### src/rtl/cpu_div_pkg.sv
// Shared definitions for the sequential divider: FSM encoding and result constants.
package cpu_div_pkg;

  typedef enum logic [2:0] {
    DIV_IDLE = 3'd0,
    DIV_PREP = 3'd1,
    DIV_ITER = 3'd2,
    DIV_FIX  = 3'd3,
    DIV_DONE = 3'd4
  } div_state_t;

  localparam int          DIV_ITERS = 32;
  localparam logic [31:0] DIV0_QUOT = 32'hFFFF_FFFF;

endpackage

### src/rtl/add_32.sv
// 32-bit adder with carry in/out; the ALU's shared add/subtract engine.
module add_32 (
  input  logic [31:0] a,
  input  logic [31:0] b,
  input  logic        cin,
  output logic [31:0] sum,
  output logic        cout
);

  assign {cout, sum} = {1'b0, a} + {1'b0, b} + {32'd0, cin};

endmodule

### src/rtl/div_step.sv
// One non-restoring division iteration: shift {r,q} left, then add or subtract the divisor.
module div_step (
  input  logic [32:0] r,
  input  logic [31:0] q,
  input  logic [31:0] d,
  output logic [32:0] r_next,
  output logic [31:0] q_next
);

  logic        sub;
  logic [32:0] r_shift;
  logic [31:0] sum;
  logic        cout;

  assign sub     = ~r[32];
  assign r_shift = {r[31:0], q[31]};

  add_32 u_add (
    .a    (r_shift[31:0]),
    .b    (sub ? ~d : d),
    .cin  (sub),
    .sum  (sum),
    .cout (cout)
  );

  // Bit 32 of the 33-bit sum: operand bit 32 of ~{0,d} is 1 when subtracting.
  assign r_next = {r_shift[32] ^ sub ^ cout, sum};
  assign q_next = {q[30:0], ~r_next[32]};

endmodule

### src/rtl/div_32_seq.sv
// Multi-cycle 32-bit non-restoring divider, quotient to LO and remainder to HI.
// Define DIV_SIGNED_EN for two's-complement signed divide; default is unsigned.
module div_32_seq
  import cpu_div_pkg::*;
#(
  parameter int WIDTH = 32,
  parameter int CNT_W = 6
) (
  input  logic             clk,
  input  logic             rst_n,
  input  logic             start,
  input  logic [WIDTH-1:0] dividend,
  input  logic [WIDTH-1:0] divisor,
  output logic             busy,
  output logic             done,
  output logic             div0,
  output logic [WIDTH-1:0] quotient,
  output logic [WIDTH-1:0] remainder
);

  div_state_t       state;
  logic [CNT_W-1:0] cnt;
  logic [WIDTH-1:0] a_reg;
  logic [WIDTH-1:0] d_reg;
  logic [WIDTH:0]   r_reg;
  logic [WIDTH-1:0] q_reg;
  logic [WIDTH:0]   r_next;
  logic [WIDTH-1:0] q_next;
  logic [WIDTH-1:0] r_restored;
  logic             restore_cout_unused;
  logic [WIDTH-1:0] rem_mag;
  logic [WIDTH-1:0] quot_fix;
  logic [WIDTH-1:0] rem_fix;
  logic [WIDTH-1:0] q_load;
  logic [WIDTH-1:0] d_load;

  div_step u_step (
    .r      (r_reg),
    .q      (q_reg),
    .d      (d_reg),
    .r_next (r_next),
    .q_next (q_next)
  );

  // Final correction: a negative partial remainder gets the divisor added back.
  add_32 u_restore (
    .a    (r_reg[WIDTH-1:0]),
    .b    (d_reg),
    .cin  (1'b0),
    .sum  (r_restored),
    .cout (restore_cout_unused)
  );

  assign rem_mag = r_reg[WIDTH] ? r_restored : r_reg[WIDTH-1:0];

`ifdef DIV_SIGNED_EN
  logic             sign_a;
  logic             sign_d;
  logic [WIDTH-1:0] neg_a_sum;
  logic [WIDTH-1:0] neg_b_sum;
  logic             neg_a_cout_unused;
  logic             neg_b_cout_unused;

  // Two negators shared between PREP (operand magnitudes) and FIX (result signs).
  add_32 u_neg_a (
    .a    ((state == DIV_PREP) ? ~a_reg : ~q_reg),
    .b    (32'd0),
    .cin  (1'b1),
    .sum  (neg_a_sum),
    .cout (neg_a_cout_unused)
  );

  add_32 u_neg_b (
    .a    ((state == DIV_PREP) ? ~d_reg : ~rem_mag),
    .b    (32'd0),
    .cin  (1'b1),
    .sum  (neg_b_sum),
    .cout (neg_b_cout_unused)
  );

  assign q_load   = a_reg[WIDTH-1] ? neg_a_sum : a_reg;
  assign d_load   = d_reg[WIDTH-1] ? neg_b_sum : d_reg;
  assign quot_fix = (sign_a ^ sign_d) ? neg_a_sum : q_reg;
  assign rem_fix  = sign_a ? neg_b_sum : rem_mag;

  always_ff @(posedge clk) begin
    if (state == DIV_PREP) begin
      sign_a <= a_reg[WIDTH-1];
      sign_d <= d_reg[WIDTH-1];
    end
  end
`else
  assign q_load   = a_reg;
  assign d_load   = d_reg;
  assign quot_fix = q_reg;
  assign rem_fix  = rem_mag;
`endif

  // Datapath registers carry no reset; the FSM decides when they are meaningful.
  always_ff @(posedge clk) begin
    case (state)
      DIV_IDLE: begin
        if (start) begin
          a_reg <= dividend;
          d_reg <= divisor;
        end
      end
      DIV_PREP: begin
        r_reg <= '0;
        q_reg <= q_load;
        d_reg <= d_load;
      end
      DIV_ITER: begin
        r_reg <= r_next;
        q_reg <= q_next;
      end
      default: ;
    endcase
  end

  always_ff @(posedge clk or negedge rst_n) begin
    if (!rst_n) begin
      state     <= DIV_IDLE;
      cnt       <= '0;
      busy      <= 1'b0;
      done      <= 1'b0;
      div0      <= 1'b0;
      quotient  <= '0;
      remainder <= '0;
    end else begin
      done <= 1'b0;
      case (state)
        DIV_IDLE: begin
          if (start) begin
            div0 <= 1'b0;
            if (divisor == '0) begin
              div0      <= 1'b1;
              quotient  <= DIV0_QUOT;
              remainder <= dividend;
              done      <= 1'b1;
              state     <= DIV_DONE;
            end else begin
              busy  <= 1'b1;
              state <= DIV_PREP;
            end
          end
        end
        DIV_PREP: begin
          cnt   <= '0;
          state <= DIV_ITER;
        end
        DIV_ITER: begin
          cnt <= cnt + 1'b1;
          if (cnt == CNT_W'(DIV_ITERS - 1)) state <= DIV_FIX;
        end
        DIV_FIX: begin
          quotient  <= quot_fix;
          remainder <= rem_fix;
          busy      <= 1'b0;
          done      <= 1'b1;
          state     <= DIV_DONE;
        end
        DIV_DONE: state <= DIV_IDLE;
        default:  state <= DIV_IDLE;
      endcase
    end
  end

endmodule

### config.mk
export PLATFORM = sky130hd
export DESIGN_NAME = div_32_seq
export DESIGN_NICKNAME = d
export VERILOG_FILES = /design/src/rtl/cpu_div_pkg.sv /design/src/rtl/add_32.sv /design/src/rtl/div_step.sv /design/src/rtl/div_32_seq.sv
export SDC_FILE = /design/constraint.sdc
export NUM_CORES = 1
export LEC_CHECK = 0
export ABC_AREA = 1
export BUFFER_PORTS_ARGS = -buffer_cell sky130_fd_sc_hd__buf_4
export CAP_MARGIN = 20
export CORE_UTILIZATION = 65
export CTS_CLUSTER_SIZE = 30
export DETAILED_ROUTE_END_ITERATION = 10
export PLACE_DENSITY = 0.87
export RECOVER_POWER = 25
export SYNTH_ARGS = -nofsm -noshare
export SYNTH_HDL_FRONTEND = slang
export SYNTH_SLANG_ARGS = --single-unit
### constraint.sdc
create_clock -name clk -period 10.73 [get_ports clk]
set_input_delay 2.146 -clock clk [delete_from_list [all_inputs] [get_ports clk]]
set_output_delay 2.146 -clock clk [all_outputs]
set_load 0.005 [all_outputs]
* After elaboration in Yosys (flattened, before gate mapping)
Index checks and enable logic that the tools add are counted.
** Cells by class
- Shift operators :: 0
- Eq/ne operators :: 8
- Reduce and logical (&&, ||, !) cells :: 8
- Magnitude comparators :: 0
- Div/mod/pow operators :: 0
- Bitwise gates (word level) :: 5
- Muxes and demuxes :: 21
- Add/subtract/negate cells :: 4
- Multipliers :: 0
** Operators with widths (count)
- $mux 32 :: 6
- $pmux 32 s2 :: 3
- $pmux 33 s2 :: 1
- $add 32x32->33 :: 1
- $add 33x1->33 :: 1
- $add 32x32->32 :: 1
- $logic_not 32->1 :: 1
- $not 32->32 :: 1
- $pmux 3 s4 :: 1
- $pmux 6 s2 :: 1
- $mux 3 :: 3
- $ne 2x2->1 const B :: 4
- $add 6x1->6 const B :: 1
- $eq 3x2->1 const B :: 2
- $eq 6x5->1 const B :: 1
- $reduce_and 3->1 :: 2
- $mux 1 :: 4
- $pmux 1 s2 :: 2
- $reduce_and 2->1 :: 2
- $reduce_bool 2->1 :: 2
- $eq 3x1->1 const B :: 1
- $logic_not 3->1 :: 1
- $not 1->1 :: 2
- $xor 1x1->1 :: 2
** Word-level totals
- Memories kept :: 0
- Bits of input ports :: 67
- Bits in writable memories :: 0
- Bits in latches :: 0
- Flip-flop bits (word level) :: 205
- Memory bits (read-only) :: 0

* Logic depth before layout (Yosys ltp)
Gate-level depths: netlist of run 1.
- Depth in word-level cells :: 7
- Mapped depth :: 17
- Mapped depth without buffers :: 15

* Modules after synthesis
From an unflattened synthesis of run 1, not the netlist that was laid out.
** Unflattened totals
- Cell total of the unflattened synthesis :: 1935
- Area total of the unflattened synthesis :: 14072.2 um^2
** By module, submodules not included
- div_32_seq :: cells an instance 849, instances 1, area each 8610.8 um^2, sequential area each 5775.5 um^2
- add_32 at u_step.u_add :: cells an instance 502, instances 1, area each 2448.6 um^2, sequential area each 0.0 um^2
- add_32 at u_restore :: cells an instance 505, instances 1, area each 2393.5 um^2, sequential area each 0.0 um^2
- div_step :: cells an instance 79, instances 1, area each 619.3 um^2, sequential area each 0.0 um^2

* Worst setup path before layout of run 1
OpenSTA, ideal clock, no wires.
- Path type :: input-to-reg
- Start point :: in start
- End point :: reg div0
- Path slack :: 4.975 ns
- Library setup time :: 0.124 ns
- Path buffers :: 0
- Arrival :: 5.631 ns
- Cell stages on the path :: 4
- Cells stage by stage :: inv_1 -> nor2_1 -> o21ai_0 -> o21a_1
** Between the ends
- Cells in the longest elaborated chain, start to end :: 1
** Ends and longest elaborated chain
- start: declaration :: RTL line div_32_seq.sv:11 : input logic start,
- $reduce_and 2->1 (no line)
- end signal: assignment :: RTL line div_32_seq.sv:127 : div0 <= 1'b0;
- end signal: assignment :: RTL line div_32_seq.sv:135 : div0 <= 1'b0;
- end signal: assignment :: RTL line div_32_seq.sv:137 : div0 <= 1'b1;
- end: declaration :: RTL line div_32_seq.sv:16 : output logic div0,
Every way passes these cells.
A chain may end at the register's enable or synchronous reset.

* Worst setup path in the final report of run 1
- Start point :: in divisor[17]
- End point :: reg remainder[31]
** Between the ends
- Cells in the longest elaborated chain, start to end :: 3
** Ends and longest elaborated chain
- start: declaration :: RTL line div_32_seq.sv:13 : input logic [WIDTH-1:0] divisor,
- $logic_not 32->1 :: RTL line div_32_seq.sv:136 : if (divisor == '0) begin
- $ne 2x2->1 (no line)
- $reduce_and 3->1 (no line)
- end signal: assignment :: RTL line div_32_seq.sv:139 : remainder <= dividend;
- end signal: assignment :: RTL line div_32_seq.sv:158 : remainder <= rem_fix;
- end: declaration :: RTL line div_32_seq.sv:18 : output logic [WIDTH-1:0] remainder
Every way passes these cells.

==> results.toml, run 1 <==
[power_and_ir_drop]
p_clk_frac = 0.145
power_leakage_nw = 6.65
switching_share = 0.476
powerDensity_nw_per_um2 = 380
p_seq_frac = 0.286
p_total_w = 0.00543
combPwrFrac = 0.569
power.switching_w = 0.00259
peakVddDrop_mv = 0.256
p_int_w = 0.00285

[setup_path]
required_ns = 11.19
critPathCaptureType = "flip-flop"
path_common_cell = "nand2_1"
endpoint = "remainder[31]"
crit_cells = 11
path_cells = "clkbuf_4 -> nor2_1 -> nand4_1 -> or2_1 -> nor2_4 -> nand3_4 -> nand2_4 -> inv_2 -> nor2_2 -> nand2_1 -> nand2_1"
crit_buf_inv = 2
crit_family = "simple AND/OR/NAND/NOR gates"
ff2ff_path_depth = 6
critPathMaxStageDelay_ns = 0.65
r2r_setup_slack_ns = 6.89
startpoint = "divisor[17]"
cp_max_fo = 68
crit_slowest_cell = "nand2_4"
path_class = "in -> reg"
worstPathArrival_ns = 4.33
r2r-end = "cnt[4]"
reg2reg_from = "state[0]"
start_kind = "input pin"

[route]
wirelength_mm = 34.1
drtIter0Drc = 927
drc = 0
wl_per_cell_um = 17.6
postRouteAntennaNets = 0
vias_per_cell = 5.80
first_pass_iters = 5
vias = 11300

[yosys]
synth-edff-count = 129
yosysSeqAreaShare = 0.463
synthArstFlopShare = 0.371
synth_ff_type = "edfxtp_1"
synth_cell_types = 48
ys_warn_count = 0
syn_avg_cell_area_um2 = 7.96
synth_seq_cells = 205
syn_area_um2 = 12500
synth_fp_nets = 1700
postSynthCellCount = 1568

[finish]
fin_cells = 1944
diodes = 0
final_core_util = 0.762
area_delta_synth_final_pct = 14.6
drive_above_1_share = 0.0965
nets = 1825
largest_reg_flops = 33

[timing]
timing.fmax_mhz = 259
setup_tns_ns = 0
period_needed_ns = 3.87
worstMarginPinSlew_ns = 3.09
slew_violations = 107
fin_crit_sh = 0.360
rsz0062_at_grt = "no"
hold_viol_final = 0
relSlewSlack = -1.06
worst_clock_skew_ns = 0.0159
setup_viol = 0

[clocking]
cts_sinks = 205
htreeDepth = 1
post_cts_buffers = 0
cts_tree = "yes"
holdBufCountCts = 0
cts_resized = 0
clock_latency_ns = 0.53
cts_buffers = 23
cts-root-buf = "clkbuf_16"
clk_pin_slew_ns = 0.06
clockBufferDepth = 3

[global_route]
grt-ovfl-total = 0
grt_first_pass_wirelength_mm = 53.7
antenna_found_initial = 0
grt_max_degree = 93
grt_pass1_vias = 10500
grt.total_usage = 0.349

[die]
dieArea_um2 = 19800
num_rows = 50
die-height_um = 141
core_area_um2 = 18800
die_w_um = 141
start_util = 0.665
ios = 134

[outcome]
outcome = "finished, violations left"
violations = "capacitance limit, slew limit"

[run]
cap_violations = 2

[worst_hold_path]
hold_class = "reg -> reg"

[placement]
place.gp.congestion = 0.997
dp.cells = 1902
portBuffers = 133
dp_hpwl_mm = 24.9
final cells by class:
cell class                 instances  area (um2)
multi-input combinational       1145        5850
sequential                       205        5780
fill                            1382        4470
timing repair buffer             140         965
inverter                         178         668
clock buffer                      32         629
tap                              234         293
clock inverter                    10         119
power by group through the flow:
stage / clock [W] / combinational, W / sequential, W
floorplan: 0 / 0.00216 / 0.00148
global placement: 0 / 0.00292 / 0.00153
detailed placement: 0 / 0.00301 / 0.00155
CTS: 0.000792 / 0.00304 / 0.00154
global route: 0.000814 / 0.00345 / 0.00158
finish: 0.000786 / 0.00309 / 0.00155
synth_stat cells (4+ instances only):
master | n | share of area
o22a_1 | 31 | 0.022
o21ai_2 | 4 | 0.0028
buf_2 | 6 | 0.0024
nand3_1 | 63 | 0.025
xor2_1 | 16 | 0.011
a21o_1 | 4 | 0.0024
buf_1 | 8 | 0.0024
edfxtp_1 | 129 | 0.31
o21ai_0 | 83 | 0.033
xnor2_1 | 32 | 0.022
nand2_1 | 450 | 0.14
nor2_1 | 224 | 0.067
dfrtp_1 | 76 | 0.15
inv_1 | 175 | 0.053
a21oi_1 | 108 | 0.043
clkbuf_1 | 19 | 0.0057
nand4_1 | 8 | 0.0040
buf_4 | 4 | 0.0024
a31oi_1 | 7 | 0.0035
o21a_1 | 4 | 0.0024
ha_1 | 63 | 0.063
nor3_1 | 16 | 0.0064
per-stage QoR:
stage               hold slack, ns  setup slack (ns)  instance area [um2]
floorplan                    0.471              4.97                12500
global placement             0.474              6.41                13600
detailed placement           0.475              6.38                13600
CTS                          0.490              6.90                14400
global route                 0.516              6.63                14300
finish                       0.486              6.86                14300
worst min path at each step:
stage / startpoint / endpoint / slack (ns) / cells after the start
finish: remainder[31] / remainder[31] / 0.49 / 2
detailed placement: remainder[31] / remainder[31] / 0.47 / 2
global placement: div0 / div0 / 0.47 / 1
CTS: remainder[31] / remainder[31] / 0.49 / 2
floorplan: cnt[0] / cnt[0] / 0.47 / 1
global route: div0 / div0 / 0.52 / 1
worst reg2reg max path, stage by stage, from the launching register on:
cell and delay [ns]:
dfrtp_1 0.43, nor2_1 0.11, inv_1 0.10, nor2_4 0.10, clkbuf_1 2.18, o21ai_0 0.50, a22oi_1 0.34
per-layer routing:
metal	share of wire	up-vias	track usage
met5	0	-	0
met4	0.023	0	0.0870
met3	0.086	53	0.0475
met2	0.48	528	0.591
met1	0.41	5286	0.476
li1	-	5414	-
layout by cell type (no fill, tap or decap), drive strengths merged, types with 4 or more instances in the layout:
cell,instances
clkbuf,88
ha,63
inv,178
o22a,31
nand4,8
xnor2,32
xor2,16
clkinv,6
nand3,64
a21o,4
nand2,451
dfrtp,76
nor3,16
buf,84
nor2,226
o21a,4
a31oi,7
a21oi,108
o21ai,89
edfxtp,129
kinds of logic (layout without fill, tap and decap cells):
kind of cell,Yosys count,in the layout,share of synthesized area
buffers and inverters,218,360,0.0709
AND/OR/NAND/NOR,775,775,0.247
AO/OA/AOI/OAI,257,257,0.119
adder cells (fa/ha/maj),65,65,0.0664
flip-flops,205,205,0.463
XOR/XNOR,48,48,0.0337
Note: power is estimated with default switching activity, not from simulation.
==> run 2, diff against run 1 <==
--- a/config.mk
+++ b/config.mk
@@ -5,13 +5,13 @@
 export SDC_FILE = /design/constraint.sdc
 export NUM_CORES = 1
 export LEC_CHECK = 0
-export ABC_AREA = 1
+export ABC_AREA = 0
 export BUFFER_PORTS_ARGS = -buffer_cell sky130_fd_sc_hd__buf_4
 export CAP_MARGIN = 20
-export CORE_UTILIZATION = 65
+export CORE_UTILIZATION = 53
 export CTS_CLUSTER_SIZE = 30
 export DETAILED_ROUTE_END_ITERATION = 10
-export PLACE_DENSITY = 0.87
+export PLACE_DENSITY = 0.76
 export RECOVER_POWER = 25
 export SYNTH_ARGS = -nofsm -noshare
 export SYNTH_HDL_FRONTEND = slang
==> constraint.sdc (replaced) <==
create_clock -name clk -period 3.5 [get_ports clk]
set_input_delay 0.7 -clock clk [delete_from_list [all_inputs] [get_ports clk]]
set_output_delay 0.7 -clock clk [all_outputs]
set_load 0.005 [all_outputs]
==> run 2 against run 1 <==
Register-to-register slack got worse by 6.7 ns. Utilization shrank 13 points. The run still ends with capacitance limit, slew limit left. Highest routed layer unchanged. Final cell count down 20%. First-iteration DRC count decreased by 30%. Non-clock buffer count rose by 12. Synthesized cell count decreased by 27%. Power increased to 2.9 times the previous value. Area after synthesis shrank 8.3%.
==> results.toml, run 2 <==
[yosys]
yosysSeqAreaShare = 0.504
synthMostInstantiatedCell = "nand2_1"
synth_fp_nets = 1275
synthArstFlopShare = 0.371
synthTopCellsByCount = "nand2_1, edfxtp_1, nor2_1"
synth_ff_type = "edfxtp_1"
ys_warn_count = 0
synth_top_area_share = 0.338
synth_seq_cells = 205
postSynthCellCount = 1143
yosysTopAreaCell = "edfxtp_1"
syn_avg_cell_area_um2 = 10.0
synth-edff-count = 129
synth.area.top_cells = "edfxtp_1, dfrtp_1, ha_1"
synth_cell_types = 66
syn_area_um2 = 11400

[global_route]
antenna_found_initial = 0
use_met1 = 0.370
met2_usage = 0.398
grt_max_degree = 77
grt-busiest-layer = "met2"
grt-ovfl-total = 0
use_met3 = 0.0281
grt_first_pass_wirelength_mm = 44.2
grt.total_usage = 0.251
grt_pass1_vias = 8344

[route]
drc = 0
first_pass_iters = 7
wirelength_mm = 27.2
postRouteAntennaNets = 0
vias_per_cell = 5.71
wl_per_cell_um = 17.4
drtIter0Drc = 651
vias = 8912

[finish]
layout_commonest_cell = "nand2_1"
area_delta_synth_final_pct = 17.0
final_cell_mix = "nand2_1, edfxtp_1, nor2_1"
drive_above_1_share = 0.144
seq_area_um2 = 5780
final_core_util = 0.635
diodes = 0
nFillCells = 1799
postLayoutCellArea_um2 = 13400
nets = 1401
multi_input_area_um2 = 5500
largest_reg_flops = 33

[setup_path]
crit_buf_inv = 0
worstPathArrival_ns = 3.55
crit_slowest_cell = "edfxtp_1"
path_class = "reg -> reg"
start_kind = "flip-flop"
path_common_cell = "o31a_1"
cp_max_fo = 7
crit_family = "compound AO/OA/AOI/OAI gates"
critPathMaxStageDelay_ns = 0.52
critPathCaptureType = "flip-flop"
required_ns = 3.76
path_cells = "nor2b_1 -> or2_2 -> fa_1 -> nor2b_2 -> o31a_1 -> o31a_1 -> a2111oi_4 -> o311ai_2 -> nand2_1 -> o21ai_1 -> xnor2_1 -> and2_1"

[die]
start_util = 0.543
die-height_um = 149
die_w_um = 149
core_area_um2 = 21100
num_rows = 53
ios = 134
dieArea_um2 = 22200

[power_and_ir_drop]
power.switching_w = 0.00659
p_clk_frac = 0.146
p_int_w = 0.00896
switching_share = 0.423
peakVddDrop_mv = 0.562
power_leakage_nw = 5.66
p_seq_frac = 0.303
combPwrFrac = 0.551
powerDensity_nw_per_um2 = 1160

[timing]
setup_tns_ns = 0
setup_viol = 0
fin_ws_ns = 0.211
slew_violations = 77
worstMarginPinSlew_ns = 1.93
fin_crit_sh = 0.940
worst_clock_skew_ns = 0.00980
relSlewSlack = -0.284
hold_viol_final = 0
timing.fmax_mhz = 304
rsz0062_at_grt = "no"
period_needed_ns = 3.29

[placement]
dpl_cell_area_um2 = 12800
dp_hpwl_mm = 20.2
portBuffers = 133
place.gp.congestion = 0.925
place_ws_ns = 0.162

[clocking]
cts_buffers = 22
clockBufferDepth = 3
cts-root-buf = "clkbuf_16"
cts_tree = "yes"
cts_sinks = 205
holdBufCountCts = 0
clk_pin_slew_ns = 0.06
htreeDepth = 1
clock_latency_ns = 0.51

[outcome]
violations = "capacitance limit, slew limit"
outcome = "finished, violations left"

[worst_hold_path]
hold_class = "in -> reg"

[run]
cap_violations = 1
==> run 2: cell types whose count changed after synthesis, moves of 45 or more <==
cell     before  now
inv_1       175   15
nand2_1     450  202
nand3_1      63   17
nor2_1      224  126
o21ai_0      83   38
==> run 2: worst paths after layout <==
check,from,end,slack (ns),cells after the start
setup / recovery,r_reg[32],r_reg[30],0.21,12
hold / removal,divisor[26],d_load[26],0.40,1
setup reg to reg,r_reg[32],r_reg[30],0.21,12
hold reg to reg,a_reg[24],q_reg[24],0.51,2
max in group asynchronous,rst_n,busy,1.63,1
min in group asynchronous,rst_n,quotient[29],0.72,1
==> run 2: what timing repair did <==
item | CTS | global route
setup endpoints to repair | 0 | 3
gates resized for setup | 0 | 4
buffers inserted | 0 | 1
==> run 2: through the flow <==
stage / power (W) / hold WS (ns) / std cells
after detailed placement: 0.0132 / 0.498 / 1519
final: 0.0156 / 0.400 / 1560
after global routing: 0.0168 / 0.383 / 1560
after CTS: 0.0155 / 0.361 / 1559
after global placement: 0.0130 / 0.495 / 1519
after floorplan: 0.0109 / 0.404 / 1143
==> run 2: area by class of cell <==
| type | count | share of cell area |
|---|---|---|
| multi-input cells | 873 | 0.411 |
| well taps | 275 | 0.0257 |
| repair buffers | 152 | 0.0755 |
| clock inverters | 8 | 0.00785 |
| inverters | 15 | 0.00420 |
| clock buffers | 32 | 0.0447 |
| flip-flops and latches | 205 | 0.431 |
==> run 2: worst reg2reg max path: stages (launching register included) <==
cell and delay (ns):
edfxtp_1 0.52, nor2b_1 0.21, or2_2 0.30, fa_1 0.42, nor2b_2 0.18, o31a_1 0.18, o31a_1 0.23, a2111oi_4 0.13
o311ai_2 0.33, nand2_1 0.15, o21ai_1 0.18, xnor2_1 0.07, and2_1 0.14
==> run 2: per-layer routing <==
metal | routed length (um) | up-vias
li1 | - | 4370
met1 | 12800 | 4246
met2 | 12600 | 261
met3 | 1310 | 35
met4 | 458 | 0
met5 | 0 | -
==> run 2: logic make-up after synthesis <==
group | synth area share
buffers and inverters | 0.0216
AO/OA/AOI/OAI | 0.161
adder cells (fa/ha/maj) | 0.0724
XOR/XNOR | 0.0658
AND/OR/NAND/NOR | 0.162
multiplexers | 0.0131
flip-flops | 0.504
==> run 2: power by group through the flow <==
stage / Combinational (W) / Sequential [W] / Clock [W]
finish: 0.00857 / 0.00472 / 0.00226
global route: 0.00956 / 0.00482 / 0.00240
CTS: 0.00848 / 0.00470 / 0.00230
detailed placement: 0.00843 / 0.00474 / 0
global placement: 0.00824 / 0.00471 / 0
floorplan: 0.00634 / 0.00452 / 0
